<file path="config.mk">
export PLATFORM = sky130hd
export DESIGN_NAME = ex_mem_stage
export DESIGN_NICKNAME = d
export VERILOG_FILES = /design/src/rtl/ex_mem_stage.sv
export SDC_FILE = /design/constraint.sdc
export NUM_CORES = 2
export LEC_CHECK = 0
export ABC_AREA = 1
export CAP_MARGIN = 40
export CORE_ASPECT_RATIO = 1.5
export CORE_UTILIZATION = 30
export CTS_CLUSTER_SIZE = 30
export DETAILED_ROUTE_END_ITERATION = 7
export DONT_BUFFER_PORTS = 1
export MAX_ROUTING_LAYER = met4
export PLACE_DENSITY = 0.43
export SLEW_MARGIN = 20
export SYNTH_ARGS = -nofsm -noshare
export SYNTH_HDL_FRONTEND = slang
export SYNTH_SLANG_ARGS = --single-unit
</file>
<file path="constraint.sdc">
create_clock -name clk -period 6.65 [get_ports clk]
set_input_delay 1.33 -clock clk [delete_from_list [all_inputs] [get_ports clk]]
set_output_delay 1.33 -clock clk [all_outputs]
set_load 0.01 [all_outputs]
</file>
<file path="src/rtl/ex_mem_stage.sv">
`default_nettype none
// ============================================================================
// Module   : ex_mem_stage
// Brief    : Execute stage (ALU control, forwarding, 64-bit ALU, branch
//            target/decision) feeding the EX/MEM register via valid/ready.
// Revision : 1.0 - initial release
// ============================================================================
module ex_mem_stage #(
    parameter int XLEN = 64,
    parameter int RDW  = 5
) (
    input  logic            clk,
    input  logic            reset,
    input  logic            IDEX_valid,
    output logic            IDEX_ready,
    input  logic [XLEN-1:0] IDEX_PC_Out,
    input  logic [XLEN-1:0] IDEX_ReadData1,
    input  logic [XLEN-1:0] IDEX_ReadData2,
    input  logic [XLEN-1:0] IDEX_imm_data,
    input  logic [3:0]      IDEX_inst1,
    input  logic [RDW-1:0]  IDEX_inst2,
    input  logic [1:0]      IDEX_ALUOp,
    input  logic            IDEX_Branch,
    input  logic            IDEX_MemRead,
    input  logic            IDEX_MemtoReg,
    input  logic            IDEX_MemWrite,
    input  logic            IDEX_ALUSrc,
    input  logic            IDEX_Regwrite,
    input  logic [1:0]      ForwardA,
    input  logic [1:0]      ForwardB,
    input  logic [XLEN-1:0] MEMWB_data,
    input  logic            flush,
    input  logic            EXMEM_ready,
    output logic            EXMEM_valid,
    output logic [XLEN-1:0] EXMEM_ALU_Result,
    output logic [XLEN-1:0] EXMEM_WriteData,
    output logic [XLEN-1:0] EXMEM_Branch_Target,
    output logic            EXMEM_Zero,
    output logic            EXMEM_PCSrc,
    output logic [RDW-1:0]  EXMEM_rd,
    output logic            EXMEM_MemRead,
    output logic            EXMEM_MemtoReg,
    output logic            EXMEM_MemWrite,
    output logic            EXMEM_Regwrite
);

    localparam logic [2:0] c_OP_ADD = 3'd0;
    localparam logic [2:0] c_OP_SUB = 3'd1;
    localparam logic [2:0] c_OP_AND = 3'd2;
    localparam logic [2:0] c_OP_OR  = 3'd3;
    localparam logic [2:0] c_OP_XOR = 3'd4;
    localparam logic [2:0] c_OP_SLL = 3'd5;
    localparam logic [2:0] c_OP_SRL = 3'd6;
    localparam logic [2:0] c_OP_SRA = 3'd7;

    logic [XLEN-1:0] w_fwd_a;
    logic [XLEN-1:0] w_fwd_b;
    logic [XLEN-1:0] w_alu_b;
    logic [XLEN-1:0] w_result;
    logic [XLEN-1:0] w_target;
    logic [5:0]      w_shamt;
    logic [2:0]      w_op;
    logic            w_zero;
    logic            w_capture;

    // Ready must never depend on IDEX_valid to avoid a combinational loop upstream.
    assign IDEX_ready = !EXMEM_valid || EXMEM_ready;
    assign w_capture  = IDEX_valid && IDEX_ready;

    always_comb begin
        w_fwd_a = IDEX_ReadData1;
        case (ForwardA)
            2'b10:   w_fwd_a = EXMEM_ALU_Result;
            2'b01:   w_fwd_a = MEMWB_data;
            default: w_fwd_a = IDEX_ReadData1;
        endcase
    end

    always_comb begin
        w_fwd_b = IDEX_ReadData2;
        case (ForwardB)
            2'b10:   w_fwd_b = EXMEM_ALU_Result;
            2'b01:   w_fwd_b = MEMWB_data;
            default: w_fwd_b = IDEX_ReadData2;
        endcase
    end

    assign w_alu_b = IDEX_ALUSrc ? IDEX_imm_data : w_fwd_b;
    assign w_shamt = w_alu_b[5:0];

    always_comb begin
        w_op = c_OP_ADD;
        case (IDEX_ALUOp)
            2'b01: w_op = c_OP_SUB;
            2'b10: begin
                case (IDEX_inst1)
                    4'b1000: w_op = c_OP_SUB;
                    4'b0111: w_op = c_OP_AND;
                    4'b0110: w_op = c_OP_OR;
                    4'b0100: w_op = c_OP_XOR;
                    4'b0001: w_op = c_OP_SLL;
                    4'b0101: w_op = c_OP_SRL;
                    4'b1101: w_op = c_OP_SRA;
                    default: w_op = c_OP_ADD;
                endcase
            end
            default: w_op = c_OP_ADD;
        endcase
    end

    always_comb begin
        w_result = w_fwd_a + w_alu_b;
        case (w_op)
            c_OP_SUB: w_result = w_fwd_a - w_alu_b;
            c_OP_AND: w_result = w_fwd_a & w_alu_b;
            c_OP_OR:  w_result = w_fwd_a | w_alu_b;
            c_OP_XOR: w_result = w_fwd_a ^ w_alu_b;
            c_OP_SLL: w_result = w_fwd_a << w_shamt;
            c_OP_SRL: w_result = w_fwd_a >> w_shamt;
            c_OP_SRA: w_result = $unsigned($signed(w_fwd_a) >>> w_shamt);
            default:  w_result = w_fwd_a + w_alu_b;
        endcase
    end

    assign w_zero   = (w_result == '0);
    assign w_target = IDEX_PC_Out + (IDEX_imm_data << 1);

    // Stall (IDEX_ready low) falls through every branch and holds all outputs.
    always_ff @(posedge clk or negedge reset) begin
        if (!reset) begin
            EXMEM_valid         <= 1'b0;
            EXMEM_ALU_Result    <= '0;
            EXMEM_WriteData     <= '0;
            EXMEM_Branch_Target <= '0;
            EXMEM_Zero          <= 1'b0;
            EXMEM_PCSrc         <= 1'b0;
            EXMEM_rd            <= '0;
            EXMEM_MemRead       <= 1'b0;
            EXMEM_MemtoReg      <= 1'b0;
            EXMEM_MemWrite      <= 1'b0;
            EXMEM_Regwrite      <= 1'b0;
        end else if (w_capture) begin
            EXMEM_valid         <= !flush;
            EXMEM_ALU_Result    <= w_result;
            EXMEM_WriteData     <= w_fwd_b;
            EXMEM_Branch_Target <= w_target;
            EXMEM_Zero          <= w_zero;
            EXMEM_PCSrc         <= !flush && IDEX_Branch && w_zero;
            EXMEM_rd            <= IDEX_inst2;
            EXMEM_MemRead       <= !flush && IDEX_MemRead;
            EXMEM_MemtoReg      <= !flush && IDEX_MemtoReg;
            EXMEM_MemWrite      <= !flush && IDEX_MemWrite;
            EXMEM_Regwrite      <= !flush && IDEX_Regwrite;
        end else if (IDEX_ready) begin
            EXMEM_valid         <= 1'b0;
            EXMEM_PCSrc         <= 1'b0;
            EXMEM_MemRead       <= 1'b0;
            EXMEM_MemtoReg      <= 1'b0;
            EXMEM_MemWrite      <= 1'b0;
            EXMEM_Regwrite      <= 1'b0;
        end
    end

endmodule
`default_nettype wire

</file>
==> results_dict.tcl <==
set metrics [dict create \
    outcome "completed" \
    cp-start-kind "input pin" \
    cp_slowest_cell "nor3_4" \
    reg2reg_depth 42 \
    p_clk_share_pct 11.9 \
    die_area_um2 115000 \
    synthFlopType "dfrtp_1" \
    cts.reportedPaths.clkPinSlew_ns 0.09 \
    dp_hpwl_um 221000 \
    path_class "input pin to register" \
    cts_made_buffers 23 \
    endpoint_kind "register" \
    area_delta_synth_final_pct 24.3 \
    drt_iter0_drc 4353 \
    grt_antenna_before_repair 45 \
    required_ns 7.18 \
    yosys-top-cells-area "nand2_1, nand3_1, dfrtp_1" \
    r2r_end "EXMEM_PCSrc" \
    die_w_um 277 \
    intPower_mw 5.03 \
    yosys_warnings 0 \
    avgRoutedWirePerCell_um 31.9 \
    clock_latency_ns 0.59 \
    synth_top_family_by_area "simple AND/OR/NAND/NOR gates" \
    ys_types 60 \
    met2_usage_pct 73.9 \
    drt_wl_total_um 261000 \
    yosysTopAreaCellShare_pct 20.5 \
    grt_remaining_overflow 0 \
    p_sw_share_pct 56.4 \
    clock.fmax_ghz 0.157 \
    top_usage_layer "met2" \
    synthArstFlopShare_pct 100 \
    rrSetupSlack_ns 0.93 \
    p_leak_nw 21.3 \
    fin_setup_tns_ns 0 \
    rows 151 \
    synthMuxAreaShare_pct 0 \
    finalSetupViolCount 0 \
    critPathMaxStageDelay_ns 0.35 \
    syn-num-nets 6714 \
    drv_cap 0 \
    die_y_um 415 \
    yosysMostFrequentCell "nand2_1" \
    seq_area_frac_synth_pct 15.0 \
    clock-sinks 204 \
    synth_area_leader_cell "nand2_1" \
    whs_ns 0.450 \
    synth_edf_count 0 \
    synthSimpleGateAreaFrac_pct 47.0 \
    cts_tree "done" \
    powerDensity_nw_per_um2 272 \
    fin_crit_ns 6.35 \
    worstPathMaxFanout 5 \
    max_slew_margin_pct 32.4 \
    grt_pass1_wl_um 356000 \
    ir_drop_mv 0.178 \
    synth_xor_xnor_area_share_pct 2.88 \
    synth-seq-cells 204 \
    drive_above_1_share_pct 15.7 \
    cts_root_buf "clkbuf_16" \
    synthAdderAreaFrac_pct 10.2 \
    synthCells 6090 \
    initial_core_util_pct 30.2 \
    grt_start_max_net_pins 205 \
    grt.total_usage_pct 45.5 \
    worst_pin_slew_ns 1.00 \
    drtAntennaViolNets 0 \
    r2r-start "EXMEM_ALU_Result[2]" \
    synth_common_cells "nand2_1, nand3_1, nor2_1, inv_1, o21ai_0" \
    first_pass_iters 6 \
    hold_violations 0 \
    timing.final.crit_share_pct 95.6 \
    syn_area_um2 34100 \
    cts_htree_levels 1 \
    comb_power_share_pct 67.7 \
    slew_violations 0 \
    cp_common_cell "nand2_1" \
    use_met3_pct 10.1 \
    vias_per_cell 5.69 \
    port_buffers 0 \
    drc 0 \
    coreArea_um2 113000 \
    grt_pass1_vias 45800 \
    gp_congestion 1.08 \
    met1_usage_pct 46.8 \
    synth_compound_area_share_pct 15.3 \
    avgSynthCellArea_um2 5.60 \
    route.vias.total 46500 \
    io_pins 551 \
    p_sw_mw 6.51 \
    cts_buffer_depth 3 \
    hold_class "input pin to asynchronous set/reset pin" \
    finClkSkew_ns 0.0325 \
    seqPwrFrac_pct 20.4 \
    fin_nets 7277 \
    crit_arrival_ns 6.88 \
]
critical path, delay by kind of cell:
kind	cells	cell delay, ns
AOI/OAI and AO/OA	2	0.18
buffers and inverters	10	1.01
adders and majority gates	3	0.82
and+or+nand+nor	27	3.39
xor gates and xnor gates	1	0.15
flip-flops by register name, indices dropped and copies added (netlist names):
name                 cells
EXMEM_ALU_Result        64
EXMEM_Branch_Target     64
EXMEM_WriteData         64
EXMEM_rd                 5
EXMEM_MemRead            1
EXMEM_MemWrite           1
EXMEM_MemtoReg           1
EXMEM_PCSrc              1
EXMEM_Regwrite           1
EXMEM_Zero               1
EXMEM_valid              1
layout by cell type, fill, tap and decap left out, types with 7 or more instances in the layout:
master	instances
inv_1	501
a31oi_1	78
a22o_1	10
o21ai_0	346
nor3_1	36
a21oi_1	323
nand3_1	1144
ha_1	268
nor2_2	23
o21a_1	21
or2_2	72
inv_2	12
nand4_1	36
o21bai_1	10
a221oi_1	12
nor4_1	18
dfrtp_1	204
buf_4	794
nor2_4	8
a21o_1	18
a21oi_2	7
or2_1	10
o21ai_1	51
diode_2	50
nand2_1	1857
nand3b_1	9
clkbuf_16	23
o211ai_1	21
xnor2_1	15
buf_12	30
nand2_2	9
nand3_2	7
xor2_1	97
nor2_1	485
layer usage:
layer  routed length [um]  part of all wire (%)
met1                93100                    36
met2               122000                    47
met3                18700                   7.2
met4                27200                    10
met5                    0                     0
area by class of cell:
cell class / count / area (um^2)
antenna: 50 / 125
clock buffer: 31 / 646
timing repair buffer: 832 / 6650
sequential: 204 / 5100
tap: 1453 / 1820
inverter: 522 / 1970
fill: 13100 / 70400
multi-input combinational: 5070 / 26000
clock inverter: 9 / 85.1
through the flow:
| stage | setup slack, ns | utilization (%) | instance area, um^2 | cells | total power, mW |
|---|---|---|---|---|---|
| 2_1_floorplan | 0.394 | - | 34100 | 6090 | 5.61 |
| 6_report | 0.296 | 37.6 | 42400 | 8171 | 11.5 |
| 4_1_cts | 0.0809 | 37.3 | 42000 | 8116 | 11.3 |
| 3_3_place_gp | -0.780 | 36.5 | 41200 | 8066 | 9.86 |
| 5_1_grt | -0.0255 | 37.6 | 42400 | 8166 | 12.0 |
| 3_5_place_dp | -0.740 | 36.6 | 41300 | 8075 | 9.84 |
cell families after synthesis:
| logic type | after synthesis |
|---|---|
| buffers and inverters | 816 |
| adder cells (fa/ha/maj) | 278 |
| flip-flops | 204 |
| AO/OA/AOI/OAI | 943 |
| XOR/XNOR | 112 |
| AND/OR/NAND/NOR | 3737 |
worst max path at each step:
stage,to,slack [ns],start,cells past startpoint
finish,EXMEM_PCSrc,0.30,ForwardB[0],43
global route,EXMEM_PCSrc,-0.03,ForwardB[0],44
CTS,EXMEM_PCSrc,0.08,ForwardB[0],39
detailed placement,EXMEM_PCSrc,-0.74,ForwardB[0],38
global placement,EXMEM_PCSrc,-0.78,ForwardB[0],38
floorplan,EXMEM_PCSrc,0.39,ForwardB[0],41
repair_timing:
| action | CTS | global route |
|---|---|---|
| setup endpoints to repair | 2 | 3 |
| resized for setup | 3 | 56 |
| hold buffers | 0 | 0 |
| pin swaps | 1 | 11 |
| buffers inserted | 1 | 3 |
power groups by stage:
stage               clock network [mW]  logic (mW)  registers (mW)
floorplan                            0        3.63            1.98
global placement                     0        7.50            2.36
detailed placement                   0        7.50            2.35
CTS                               1.38        7.53            2.33
global route                      1.40        8.26            2.36
finish                            1.37        7.82            2.35
Power figures use the tool's default switching activity.
